==> config.mk <==
export PLATFORM = sky130hd
export DESIGN_NAME = template_capture
export DESIGN_NICKNAME = d
export VERILOG_FILES = /design/src/rtl/template_capture_pkg.sv /design/src/rtl/template_capture_cell_accum_bank.sv /design/src/rtl/template_capture.sv
export SDC_FILE = /design/constraint.sdc
export NUM_CORES = 1
export LEC_CHECK = 0
export ABC_AREA = 1
export ABC_CLOCK_PERIOD_IN_PS = 2600
export CAP_MARGIN = 20
export CELL_PAD_IN_SITES_DETAIL_PLACEMENT = 0
export CELL_PAD_IN_SITES_GLOBAL_PLACEMENT = 1
export CORE_MARGIN = 5
export CORE_UTILIZATION = 29
export DETAILED_ROUTE_END_ITERATION = 16
export GPL_TIMING_DRIVEN = 0
export PLACE_DENSITY_LB_ADDON = 0.1
export SYNTH_ARGS = -nofsm -noshare
export SYNTH_HDL_FRONTEND = slang
export SYNTH_SLANG_ARGS = --single-unit
==> constraint.sdc <==
create_clock -name iCLK -period 2.6 [get_ports iCLK]
set_input_delay 0.65 -clock iCLK [delete_from_list [all_inputs] [get_ports iCLK]]
set_output_delay 0.65 -clock iCLK [all_outputs]
set_load 0.05 [all_outputs]
==> src/rtl/template_capture_pkg.sv <==
`default_nettype none
// ============================================================================
//  Module   : template_capture_pkg
//  Purpose  : Shared constants and FSM state type for the template capture
//             block (window geometry, cell grid, datapath widths).
//  Revision : 1.0 - initial release
// ============================================================================
package template_capture_pkg;

    localparam int GRID       = 16;              // cells per row / column
    localparam int CELL_SHIFT = 3;               // 8x8 pixels per cell
    localparam int WIN        = 128;             // window size in pixels
    localparam int ADDR_W     = 8;               // template RAM address width
    localparam int PIX_W      = 10;              // pixel / cell value width
    localparam int ACC_W      = 16;              // cell accumulator width
    localparam int COORD_W    = 13;              // camera coordinate width
    localparam int LOC_W      = $clog2(WIN);     // in-window coordinate width
    localparam int CELL_W     = LOC_W - CELL_SHIFT; // cell index width

    typedef enum logic [1:0] {
        ST_IDLE    = 2'd0,
        ST_ARM     = 2'd1,
        ST_CAPTURE = 2'd2,
        ST_DONE    = 2'd3
    } state_e;

endpackage : template_capture_pkg
`default_nettype wire

==> src/rtl/template_capture_cell_accum_bank.sv <==
`default_nettype none
// ============================================================================
//  Module   : cell_accum_bank
//  Purpose  : One cell-row of box-filter accumulators (GRID entries of ACC_W
//             bits). The entry selected by i_sel either loads or adds i_data.
//             o_sum is the post-update value of the selected entry, so the
//             caller can form the cell result in the same cycle as the last
//             pixel of the cell.
//  Ports    : clk, rst_n      - clock, asynchronous active-low reset
//             i_sel          - cell column being updated / read
//             i_load         - start a new cell (entry := i_data)
//             i_add          - continue a cell (entry += i_data)
//             i_data         - pixel intensity
//             o_sum          - selected entry after this cycle's update
//  Revision : 1.0 - initial release
// ============================================================================
module cell_accum_bank
    import template_capture_pkg::*;
(
    input  logic              clk,
    input  logic              rst_n,
    input  logic [CELL_W-1:0] i_sel,
    input  logic              i_load,
    input  logic              i_add,
    input  logic [PIX_W-1:0]  i_data,
    output logic [ACC_W-1:0]  o_sum
);

    logic [ACC_W-1:0] acc_q [GRID];
    logic [ACC_W-1:0] acc_d [GRID];
    logic [ACC_W-1:0] w_base;

    always_comb begin
        acc_d  = acc_q;
        w_base = i_load ? '0 : acc_q[i_sel];
        // 64 pixels of at most 1023 sum to < 2^16, so no overflow is possible
        o_sum  = w_base + ACC_W'(i_data);
        if (i_load || i_add) begin
            acc_d[i_sel] = o_sum;
        end
    end

    always_ff @(posedge clk or negedge rst_n) begin
        if (!rst_n) begin
            for (int i = 0; i < GRID; i++) begin
                acc_q[i] <= '0;
            end
        end else begin
            acc_q <= acc_d;
        end
    end

endmodule : cell_accum_bank
`default_nettype wire

==> src/rtl/template_capture.sv <==
`default_nettype none
// ============================================================================
//  Module   : template_capture
//  Purpose  : Downsamples a 128x128 camera window at (X0,Y0) into a 16x16
//             template and writes it, one cell per write, to an external RAM
//             in raster order (address = cellY*16 + cellX).
//             Build option TEMPLATE_CAPTURE_AVG_EN:
//               defined   - each cell is the truncated mean of its 8x8 pixels
//               undefined - each cell is the top-left pixel of the cell
//  Ports    : iCLK, iRST_N   - clock, asynchronous active-low reset
//             iX, iY, iDATA  - camera sample coordinates and intensity
//             iDVAL          - sample valid
//             iSTART         - capture request (honoured in IDLE only)
//             oWR_EN/ADDR/DATA - template RAM write port
//             oBUSY          - armed or capturing
//             oDONE          - one-cycle pulse after the final write
//  Revision : 1.0 - initial release
// ============================================================================
module template_capture
    import template_capture_pkg::*;
#(
    parameter int X0 = 0,
    parameter int Y0 = 0
) (
    input  logic               iCLK,
    input  logic               iRST_N,
    input  logic [COORD_W-1:0] iX,
    input  logic [COORD_W-1:0] iY,
    input  logic [PIX_W-1:0]   iDATA,
    input  logic               iDVAL,
    input  logic               iSTART,
    output logic               oWR_EN,
    output logic [ADDR_W-1:0]  oWR_ADDR,
    output logic [PIX_W-1:0]   oWR_DATA,
    output logic               oBUSY,
    output logic               oDONE
);

    localparam logic [COORD_W:0] X0_EXT  = (COORD_W+1)'(X0);
    localparam logic [COORD_W:0] Y0_EXT  = (COORD_W+1)'(Y0);
    localparam logic [COORD_W:0] WIN_EXT = (COORD_W+1)'(WIN);

    // ------------------------------------------------------------------
    // Window decode. The subtraction is one bit wider than the coordinate
    // so that a sample left of / above the origin wraps to a large value
    // and fails the single "< WIN" test.
    // ------------------------------------------------------------------
    logic [COORD_W:0]  w_lx_full;
    logic [COORD_W:0]  w_ly_full;
    logic [LOC_W-1:0]  w_lx;
    logic [LOC_W-1:0]  w_ly;
    logic [CELL_W-1:0] w_cell_x;
    logic [CELL_W-1:0] w_cell_y;
    logic              w_in_win;
    logic              w_origin;
    logic              w_sub_first;   // top-left pixel of a cell

    assign w_lx_full   = {1'b0, iX} - X0_EXT;
    assign w_ly_full   = {1'b0, iY} - Y0_EXT;
    assign w_lx        = w_lx_full[LOC_W-1:0];
    assign w_ly        = w_ly_full[LOC_W-1:0];
    assign w_cell_x    = w_lx[LOC_W-1:CELL_SHIFT];
    assign w_cell_y    = w_ly[LOC_W-1:CELL_SHIFT];
    assign w_in_win    = iDVAL && (w_lx_full < WIN_EXT) && (w_ly_full < WIN_EXT);
    assign w_origin    = w_in_win && (w_lx == '0) && (w_ly == '0);
    assign w_sub_first = (w_lx[CELL_SHIFT-1:0] == '0) && (w_ly[CELL_SHIFT-1:0] == '0);

    // ------------------------------------------------------------------
    // State and registered outputs
    // ------------------------------------------------------------------
    state_e            state_q, state_d;
    logic              wr_en_q, wr_en_d;
    logic [ADDR_W-1:0] wr_addr_q, wr_addr_d;
    logic [PIX_W-1:0]  wr_data_q, wr_data_d;
    logic              busy_q, busy_d;
    logic              done_q, done_d;

    logic              w_proc;        // this sample contributes to the template
    logic              w_trig;        // this sample completes a cell
    logic [PIX_W-1:0]  w_cell_val;

`ifdef TEMPLATE_CAPTURE_AVG_EN
    logic              w_sub_last;    // bottom-right pixel of a cell
    logic [ACC_W-1:0]  w_sum;

    assign w_sub_last = (w_lx[CELL_SHIFT-1:0] == '1) && (w_ly[CELL_SHIFT-1:0] == '1);

    // A cell-row of accumulators suffices: rows of one cell row are
    // finished before the next cell row begins.
    cell_accum_bank u_accum (
        .clk    (iCLK),
        .rst_n  (iRST_N),
        .i_sel  (w_cell_x),
        .i_load (w_proc && w_sub_first),
        .i_add  (w_proc && !w_sub_first),
        .i_data (iDATA),
        .o_sum  (w_sum)
    );

    assign w_trig     = w_proc && w_sub_last;
    // Divide by 64 pixels: keep the top PIX_W bits of the sum
    assign w_cell_val = w_sum[ACC_W-1 -: PIX_W];
`else
    assign w_trig     = w_proc && w_sub_first;
    assign w_cell_val = iDATA;
`endif

    always_comb begin
        state_d = state_q;
        w_proc  = 1'b0;
        case (state_q)
            ST_IDLE: begin
                if (iSTART) begin
                    state_d = ST_ARM;
                end
            end
            ST_ARM: begin
                // The origin sample starts the capture and is itself used
                if (w_origin) begin
                    state_d = ST_CAPTURE;
                    w_proc  = 1'b1;
                end
            end
            ST_CAPTURE: begin
                // A fresh origin here simply restarts: the accumulators
                // reload and the address follows the raster back to 0.
                w_proc = w_in_win;
                if (wr_en_q && (wr_addr_q == '1)) begin
                    state_d = ST_DONE;
                end
            end
            ST_DONE: begin
                state_d = ST_IDLE;
            end
            default: begin
                state_d = ST_IDLE;
            end
        endcase

        wr_en_d   = w_trig;
        wr_addr_d = w_trig ? {w_cell_y, w_cell_x} : wr_addr_q;
        wr_data_d = w_trig ? w_cell_val : wr_data_q;
        busy_d    = (state_d == ST_ARM) || (state_d == ST_CAPTURE);
        done_d    = (state_d == ST_DONE);
    end

    always_ff @(posedge iCLK or negedge iRST_N) begin
        if (!iRST_N) begin
            state_q   <= ST_IDLE;
            wr_en_q   <= 1'b0;
            wr_addr_q <= '0;
            wr_data_q <= '0;
            busy_q    <= 1'b0;
            done_q    <= 1'b0;
        end else begin
            state_q   <= state_d;
            wr_en_q   <= wr_en_d;
            wr_addr_q <= wr_addr_d;
            wr_data_q <= wr_data_d;
            busy_q    <= busy_d;
            done_q    <= done_d;
        end
    end

    assign oWR_EN   = wr_en_q;
    assign oWR_ADDR = wr_addr_q;
    assign oWR_DATA = wr_data_q;
    assign oBUSY    = busy_q;
    assign oDONE    = done_q;

endmodule : template_capture
`default_nettype wire

# Word-level counts from Yosys, hierarchy flattened
# Cells that the tools add are included.
# word_totals
wordCells	34
in_bits	40
reg_bits	23
# op_classes
muxes	6
eq_ne	7
n_lt_le_gt_ge	2
n_reduce_logical	13
# op_table
operator	count
less-than comparator 13 x 8 -> 1 bit, second input constant	2
logical NOT 7 bit	2
== test 2 bit, second input constant	4
== test 8 bit, second input constant	1
case mux 2 bit (4 select lines)	1
logical AND 1 bit	7
logical NOT 3 bit	2
two-way mux 2 bit	3
== test 2 x 1 -> 1 bit, second input constant	2
logical NOT 2 bit	1
case mux 1 bit (2 select lines)	1
logical OR 1 bit	1
two-way mux 1 bit	1

# Logic depth before layout (Yosys ltp)
# Gate-level depths: netlist of the first run.
# depth
depth_word	9
depth_mapped	11
depth_no_buf	10

# Worst setup path after synthesis of the first run
# OpenSTA, ideal clock, no wires.
# synth_path
path_kind	input port to flip-flop
start	input iX[0]
end	register wr_addr_q[1], in the netlist oWR_ADDR[1]
slack_ns	0.922
t_required_ns	2.481
path_buffers	1
arrival_time_ns	1.559
stages	11
cell_sequence	inv_1 -> nand2_1 -> nor2_1 -> nand2_1 -> nor2_2 -> nand3_2 -> nand2_4 -> nand2_4 -> buf_6 -> nand2_1 -> nand2_1
# synth_between
elab_chain_cells	8
# synth_lines
element	line	text
start, declared	template_capture.sv:27	input logic [COORD_W-1:0] iX,
less-than comparator 13 x 8 -> 1 bit	template_capture.sv:64	assign w_in_win = iDVAL && (w_lx_full < WIN_EXT) && (w_ly_full < WIN_EXT);
logical AND 1 bit (2 in a row)	template_capture.sv:64	
logical AND 1 bit (2 in a row)	template_capture.sv:65	assign w_origin = w_in_win && (w_lx == '0) && (w_ly == '0);
two-way mux 1 bit	template_capture.sv:119	if (w_origin) begin
case mux 1 bit (2 select lines)	template_capture.sv:111	case (state_q)
logical AND 1 bit *	template_capture.sv:104	assign w_trig = w_proc && w_sub_first;
end signal, assigned	template_capture.sv:158	wr_addr_q <= wr_addr_d;
end, declared	template_capture.sv:73	logic [ADDR_W-1:0] wr_addr_q, wr_addr_d;
# Every way passes the cells marked *; elsewhere a longest branch is shown, timed or not.
# A chain may end at the register's enable or synchronous reset.

# Worst setup path after layout of the first run
# layout_path
start	register wr_addr_q[3], in the netlist oWR_ADDR[3]
end	output oWR_ADDR[3]
# layout_rtl
element	line	text
end, declared	template_capture.sv:33	output logic [ADDR_W-1:0] oWR_ADDR,
# No word-level cell between the ends.

==> flow_summary.ini, run 1 <==
[placement]
placed_area_um2 = 1824
place_ws_ns = 0.2875
dp_hpwl_um = 2595
io_buffers = 60
gp_congestion = 0.7092

[power]
p_int_uw = 581.8
leakage_nw = 0.9507
power.switching_uw = 226.1
ir_worst_vdd_uv = 196.6
p_comb_share_pct = 25.1
p_sw_share_pct = 27.99
p_clk_share_pct = 27.2
pwr_density_cell_nw_per_um2 = 428.5
seqPwrFrac_pct = 47.7

[floorplan]
num_rows = 23
start_util_pct = 29.45
dieArea_um2 = 5369
die_w_um = 73.28
die_y_um = 73.28
io_pins = 61
core_um2 = 3943

[yosys]
synth_commonest_cells = nand2_1 (50), dfrtp_1 (23), nand3_1 (23)
synthArstFlopShare_pct = 100.0
synth_seq_cells = 23
yosysWarnings = 0
synth_area_um2 = 1161
synth_top_area_share_pct = 49.57
synth-edff-count = 0
synth_ff_type = dfrtp_1
yosysMostFrequentCell = nand2_1
netlist_top_cells_area = dfrtp_1 (50%), nand2_1 (16%), nand3_1 (9.9%), inv_1 (6.5%), ha_1 (4.3%)
synthCells = 147
yosysTopAreaCell = dfrtp_1
ys_types = 18
seq_area_frac_synth_pct = 49.57
syn_avg_cell_area_um2 = 7.899
syn_nets = 191

[worst_setup_path]
r2r_start = state_q[0]
cp.required_ns = 1.95
reg2reg_slack_ns = 0.89
end_kind = primary output
crit_type = reg2out
cpPeakStageDelay_ns = 0.83
start_kind = register
cp_top_family = buffers and inverters
cp_max_fo = 3
arrival_ns = 1.47
ff2ff_path_depth = 7
cp.buffers_inverters = 1
path_cells = clkdlybuf4s50_1
r2r-end = oWR_DATA[7]
crit_slowest_cell = clkdlybuf4s50_1

[sta]
skew_ns = 0.002098
fin_setup_tns_ns = 0
finalHoldViolations = 0
tightestPinTransition_ns = 0.5197
max_freq_mhz = 471.1
fin_ws_ns = 0.4772
rsz0062_at_grt = no
finalCriticalPeriod_ns = 2.123
drv_slew = 0
period_share_pct = 81.65
relSlewSlack_pct = 65.24
finalSetupViolCount = 0

[global_routing]
grt_overflow = 0
grt_antenna_before_repair = 0
grt_pass1_wl_um = 5319
globalRouteTotalUtil_pct = 12.60
grt_max_degree = 24
grt_pass1_vias = 1181

[worst_hold_path]
hold_start = oWR_DATA[8]
hold_depth = 2
whs_endpoint = oWR_DATA[8]
worstHoldPathType = reg2reg

[routing]
drtPass1Iterations = 5
route.detailed.drc = 0
dr_total_vias = 1158
ant_nets = 0
wl_per_cell_um = 12.29
wirelength_um = 3219
viasPerCell = 4.420
initialDrtViolationCount = 33

[clock_network]
clkTransAtPathRegs_ns = 0.08
clock_sinks = 23
root_buffer = clkbuf_8
insertion_delay_ns = 0.26
cts-buffers-inserted = 3
postCtsSetupRepairBufs = 0
cts-htree-levels = 1
postCtsHoldBufs = 0
post_cts_resized = 0
cts_tree = built
cts_buffer_depth = 2

[layout]
fin_nets = 257
synthToLayoutAreaGrowth_pct = 62.39
final_area_um2 = 1886
seq_area_um2 = 575.6
diodes = 0
drive_gt1_share_pct = 6.604
fill_cells = 403
multi_input_area_um2 = 484.2

[run]
cap_viol_max_count = 0

[outcome]
outcome = complete, no violations
[routing by layer]
layer  share of wire (%)  vias to the layer above  GRT usage, %
li1                    -                      586             -
met1                  38                      528         13.36
met2                  52                       40         23.73
met3                 8.7                        4         4.104
met4                0.96                        0         3.074
met5                   0                        -             0
[worst reg2reg max path, cell delays in order (launching register included)]
cell and delay (ns):
dfrtp_1 0.41, inv_1 0.08, ha_1 0.28, nand3_1 0.09, inv_2 0.18, clkbuf_1 0.38
nand3_1 0.15, nand2_1 0.09
[placed cells by master (no fill, tap or decap)]
cell type | netlist | layout
clkbuf_1 | 1 | 1
buf_8 | 0 | 1
nand2_4 | 2 | 2
nand2_1 | 50 | 50
dfrtp_1 | 23 | 23
clkinv_2 | 0 | 1
a31oi_1 | 1 | 1
inv_2 | 1 | 1
ha_1 | 4 | 4
nor3_1 | 1 | 1
o21ai_0 | 3 | 3
clkdlybuf4s50_1 | 0 | 60
nand3_1 | 23 | 23
nor2_1 | 10 | 10
nand4_1 | 2 | 2
nor2_2 | 2 | 2
inv_1 | 20 | 20
buf_6 | 1 | 1
clkbuf_8 | 0 | 3
nand3_2 | 1 | 1
nor3_2 | 1 | 1
buf_4 | 1 | 1
[kinds of logic after synthesis]
group,synth area share [%]
AO/OA/AOI/OAI,1.832
adder cells (fa/ha/maj),4.311
buffers and inverters,8.728
flip-flops,49.57
AND/OR/NAND/NOR,35.56
[worst max path at each step]
| stage | endpoint | cells past startpoint | startpoint |
|---|---|---|---|
| 3_5_place_dp | oWR_ADDR[1] | 12 | iY[5] |
| 4_1_cts | oWR_ADDR[3] | 1 | oWR_ADDR[3] |
| 3_3_place_gp | oWR_DATA[5] | 10 | iY[1] |
| 6_report | oWR_ADDR[3] | 1 | oWR_ADDR[3] |
| 2_1_floorplan | oWR_ADDR[1] | 11 | iX[0] |
| 5_1_grt | oWR_ADDR[3] | 1 | oWR_ADDR[3] |
[layout make-up]
class / count / share of cell area [%]
repair buffers: 61 / 32.65
plain buffers: 3 / 1.194
clock inverters: 1 / 0.2654
flip-flops and latches: 23 / 30.52
inverters: 21 / 4.180
clock buffers: 3 / 2.190
well taps: 50 / 3.318
multi-input cells: 100 / 25.68
[flip-flops by register name (all words and copies together), names as in the netlist]
| name | cells |
|---|---|
| state_q | 2 |
| oDONE | 1 |
| oWR_DATA | 10 |
| oBUSY | 1 |
| oWR_EN | 1 |
| oWR_ADDR | 8 |
[power by group through the flow]
stage | logic [mW] | registers [mW] | clock network [mW]
global route | 0.228 | 0.388 | 0.247
global placement | 0.195 | 0.393 | 0
floorplan | 0.0713 | 0.419 | 0
finish | 0.203 | 0.385 | 0.220
CTS | 0.203 | 0.385 | 0.235
detailed placement | 0.202 | 0.392 | 0
[through the flow]
| stage | utilization (%) | total power [mW] | std cells | hold WS, ns |
|---|---|---|---|---|
| 4_1_cts | 47.45 | 0.8219 | 261 | 0.4797 |
| 5_1_grt | 47.83 | 0.8636 | 262 | 0.5058 |
| 6_report | 47.83 | 0.8080 | 262 | 0.4727 |
| 3_3_place_gp | 46.27 | 0.5882 | 257 | 0.4540 |
| 2_1_floorplan | - | 0.4907 | 147 | 0.3544 |
| 3_5_place_dp | 46.27 | 0.5936 | 257 | 0.4577 |
Note: power is estimated with default switching activity, not from simulation.
==> run 2, diff against run 1 <==
--- a/config.mk
+++ b/config.mk
@@ -6,12 +6,12 @@
 export NUM_CORES = 1
 export LEC_CHECK = 0
 export ABC_AREA = 1
-export ABC_CLOCK_PERIOD_IN_PS = 2600
+export ABC_CLOCK_PERIOD_IN_PS = 1950
 export CAP_MARGIN = 20
 export CELL_PAD_IN_SITES_DETAIL_PLACEMENT = 0
 export CELL_PAD_IN_SITES_GLOBAL_PLACEMENT = 1
 export CORE_MARGIN = 5
-export CORE_UTILIZATION = 29
+export CORE_UTILIZATION = 24
 export DETAILED_ROUTE_END_ITERATION = 16
 export GPL_TIMING_DRIVEN = 0
 export PLACE_DENSITY_LB_ADDON = 0.1
==> constraint.sdc (replaced) <==
create_clock -name iCLK -period 1.95 [get_ports iCLK]
set_input_delay 0.4875 -clock iCLK [delete_from_list [all_inputs] [get_ports iCLK]]
set_output_delay 0.4875 -clock iCLK [all_outputs]
set_load 0.05 [all_outputs]
==> flow_summary.ini, run 2 (synthesized netlist as in run 1, its figures left out) <==
[sta]
skew_ns = 0.004912
fin_ws_ns = 0.04184
finalHoldViolations = 0
finalCriticalPeriod_ns = 1.908
finalSetupViolCount = 0
tightestPinTransition_ns = 0.5198
relSlewSlack_pct = 65.29
period_share_pct = 97.85
drv_slew = 0
max_freq_mhz = 524.1
fin_setup_tns_ns = 0

[floorplan]
num_rows = 25
core_um2 = 4723
die_y_um = 79.56
dieArea_um2 = 6329
io_pins = 61
die_w_um = 79.56
start_util_pct = 24.58

[worst_setup_path]
cp.buffers_inverters = 1
cp_max_fo = 2
path_cells = clkdlybuf4s50_1
start_kind = register
cp.required_ns = 1.46
arrival_ns = 1.42
cpPeakStageDelay_ns = 0.81
cp_top_family = buffers and inverters
end_kind = primary output
crit_type = reg2out
crit_slowest_cell = clkdlybuf4s50_1

[global_routing]
grt_pass1_vias = 1191
globalRouteTotalUtil_pct = 10.74
grt_overflow = 0
grt_max_degree = 24
grt_pass1_wl_um = 5292
grt_antenna_before_repair = 0

[clock_network]
postCtsHoldBufs = 0
cts_tree = built
root_buffer = clkbuf_8
clkTransAtPathRegs_ns = 0.08
cts-buffers-inserted = 3
clock_sinks = 23
cts_buffer_depth = 2
insertion_delay_ns = 0.26
cts-htree-levels = 1

[routing]
initialDrtViolationCount = 45
ant_nets = 0
viasPerCell = 4.111
dr_total_vias = 1151
drtPass1Iterations = 4
wl_per_cell_um = 12.36
route.detailed.drc = 0
wirelength_um = 3460

[worst_hold_path]
worstHoldPathType = reg2reg

[placement]
dp_hpwl_um = 2651
placed_area_um2 = 1846
gp_congestion = 0.7281
place_ws_ns = -0.1889
place_inst = 274
io_buffers = 60

[layout]
drive_gt1_share_pct = 7.981
final_area_um2 = 1928
seq_area_um2 = 575.6
largest_reg_flops = 10
diodes = 0
stdcell_count = 280
fill_cells = 486
final_common_cell = nand2_1
layout_common_cells = nand2_1 (50), clkdlybuf4s50_1 (44), nand3_1 (23), dfrtp_1 (23), inv_1 (20)
fin_nets = 258
synthToLayoutAreaGrowth_pct = 66.06
multi_input_area_um2 = 486.7

[power]
ir_worst_vdd_uv = 197.3
leakage_nw = 1.148
pwr_density_cell_nw_per_um2 = 564.8
p_total_mw = 1.089

[outcome]
outcome = complete, no violations

[run]
cap_viol_max_count = 0
-- run 2: metrics by stage --
step           utilization, %  hold slack (ns)
6_report                40.82           0.4714
5_1_grt                 40.82           0.5001
4_1_cts                 39.84           0.4787
3_5_place_dp            39.07           0.4572
3_3_place_gp            39.07           0.4548
2_1_floorplan               -           0.1919
-- run 2: per-layer routing --
layer | track usage [%] | wire, µm
met5 | 0 | 0
met4 | 3.608 | 15
met3 | 3.160 | 281
met2 | 19.03 | 1779
met1 | 12.22 | 1384
-- run 2: power by group --
part           leakage, nW  internal [mW]  switching (mW)  total [mW]
logic                0.807          0.135           0.139       0.274
registers            0.316          0.499          0.0151       0.514
clock network       0.0255          0.143           0.158       0.301
total                 1.15          0.776           0.313        1.09
-- run 2: repair_timing --
item,in CTS,in global routing
endpoints found under the setup margin,8,18
pin swaps,0,1
gates resized for setup,8,11
buffers inserted,0,1
-- run 2: final timing paths --
kind	start	endpoint	slack, ns	depth (start not counted)
worst max register to register	state_q[0]	oBUSY	0.31	8
min in group asynchronous	iRST_N	oWR_DATA[4]	0.53	1
max in group asynchronous	iRST_N	oBUSY	0.97	2
worst max-delay path	oWR_EN	oWR_EN	0.04	1
worst min-delay path	oWR_DATA[9]	oWR_DATA[9]	0.47	2
worst min register to register	oWR_DATA[9]	oWR_DATA[9]	0.47	2
-- run 2: area by class of cell --
type,instances,share of cell area [%]
repair buffers,62,32.84
flip-flops and latches,23,29.85
multi-input cells,100,25.24
well taps,67,4.348
inverters,21,4.088
clock buffers,3,2.141
plain buffers,3,1.233
clock inverters,1,0.2596
==> run 3, diff against run 2 <==
--- a/config.mk
+++ b/config.mk
@@ -10,6 +10,7 @@
 export CAP_MARGIN = 20
 export CELL_PAD_IN_SITES_DETAIL_PLACEMENT = 0
 export CELL_PAD_IN_SITES_GLOBAL_PLACEMENT = 1
+export CORE_ASPECT_RATIO = 0.9
 export CORE_MARGIN = 5
 export CORE_UTILIZATION = 24
 export DETAILED_ROUTE_END_ITERATION = 16
==> flow_summary.ini, run 3 (synthesized netlist as in run 1, its figures left out) <==
[sta]
drv_slew = 0
skew_ns = 0.004343
holdWs_ns = 0.4679
relSlewSlack_pct = 58.19
finalSetupViolCount = 0
finalCriticalPeriod_ns = 1.902
rsz0062_at_grt = no
finalHoldViolations = 0
tightestPinTransition_ns = 0.6251
max_freq_mhz = 525.7
period_share_pct = 97.55

[routing]
wirelength_um = 3329
drtPass1Iterations = 4
ant_nets = 0
viasPerCell = 4.101
route.detailed.drc = 0
wl_per_cell_um = 11.97
dr_total_vias = 1140
initialDrtViolationCount = 29

[worst_setup_path]
cp.required_ns = 1.46
path_cells = clkdlybuf4s50_1
cp_max_fo = 2
reg2reg_slack_ns = 0.34
end_kind = primary output
crit_type = reg2out
cp.buffers_inverters = 1
r2r-end = oBUSY
cp_top_family = buffers and inverters
arrival_ns = 1.41
ff2ff_path_depth = 8
start_kind = register
cpPeakStageDelay_ns = 0.81
r2r_start = state_q[0]
crit_slowest_cell = clkdlybuf4s50_1

[global_routing]
grt_pass1_vias = 1094
grt_max_degree = 24
globalRouteTotalUtil_pct = 10.75
grt_antenna_before_repair = 0
grt_pass1_wl_um = 5526
grt_overflow = 0

[power]
p_total_mw = 1.078
ir_worst_vdd_uv = 370.0
pwr_density_cell_nw_per_um2 = 559.2
leakage_nw = 1.122

[clock_network]
cts-htree-levels = 1
clock_sinks = 23
cts_tree = built
cts_buffer_depth = 2
cts-buffers-inserted = 3
clkTransAtPathRegs_ns = 0.08
postCtsHoldBufs = 0
root_buffer = clkbuf_8
insertion_delay_ns = 0.26

[floorplan]
core_um2 = 4775
num_rows = 24
die_y_um = 75.99
start_util_pct = 24.32
die_w_um = 83.32
dieArea_um2 = 6331
io_pins = 61

[layout]
largest_reg_flops = 10
fin_nets = 258
drive_gt1_share_pct = 7.512
layout_common_cells = nand2_1 (50), clkdlybuf4s50_1 (46), nand3_1 (23), dfrtp_1 (23), inv_1 (20)
synthToLayoutAreaGrowth_pct = 66.06
final_common_cell = nand2_1
diodes = 0
fill_cells = 501

[worst_hold_path]
whs_endpoint = oWR_DATA[8]
hold_start = oWR_DATA[8]
worstHoldPathType = reg2reg
hold_depth = 2

[outcome]
outcome = complete, no violations

[run]
cap_viol_max_count = 0

[placement]
gp_congestion = 0.7645
io_buffers = 60
dp_hpwl_um = 2649
-- run 3: cell types whose count changed in the layout (fill, tap and decap cells not counted), sizes merged --
cell           delta
clkinv            -1
clkdlybuf4s50     +2
dlymetal6s2s      -1
clkbuf            +1
dlygate4sd2       -1
-- run 3: worst min-delay path: stages, from the launching register on --
cell	delay (ns)
dfrtp_1	0.34
nand2_1	0.05
nand2_1	0.05
-- run 3: worst max path at each step --
stage,start,endpoint,slack [ns],cells past startpoint
finish,oWR_DATA[7],oWR_DATA[7],0.05,1
global route,oWR_DATA[1],oWR_DATA[1],0.003,1
CTS,oWR_ADDR[4],oWR_ADDR[4],0.004,1
detailed placement,iDVAL,oWR_DATA[6],-0.22,11
global placement,iY[1],oWR_ADDR[1],-0.17,7
floorplan,iX[0],oWR_ADDR[1],0.43,11
-- run 3: cell type report --
class	instances	area, µm²	share of cell area [%]
repair buffers	62	631.9	32.77
well taps	65	81.33	4.218
flip-flops and latches	23	575.6	29.85
clock buffers	4	45.04	2.336
plain buffers	3	23.77	1.233
multi-input cells	100	491.7	25.50
inverters	21	78.83	4.088
-- run 3: power by group --
part | total, mW | internal [mW] | switching, mW
clock | 0.294 | 0.146 | 0.148
combinational | 0.271 | 0.135 | 0.136
sequential | 0.514 | 0.499 | 0.0150
total | 1.08 | 0.779 | 0.299
-- run 3: metal layers --
| metal | global-route usage (%) | routed length [µm] |
|---|---|---|
| met5 | 0 | 0 |
| met2 | 16.83 | 1593 |
| met3 | 4.324 | 269 |
| met1 | 14.13 | 1457 |
| met4 | 1.961 | 8 |
-- run 3: through the flow --
step	std cells	setup slack, ns	cell area, µm²	utilization (%)	setup TNS, ns
3_3_place_gp	272	-0.1708	1843	38.60	-2.032
3_5_place_dp	272	-0.2222	1843	38.60	-2.835
4_1_cts	276	0.004413	1879	39.36	0
6_report	278	0.04778	1928	40.38	0
2_1_floorplan	147	0.4343	1161	-	0
5_1_grt	278	0.002600	1928	40.38	0
-- run 3: timing repair --
action,4_1_cts,5_1_grt
setup buffers,0,1
pin swaps,0,1
setup endpoints to repair,7,18
gates resized for setup,7,11
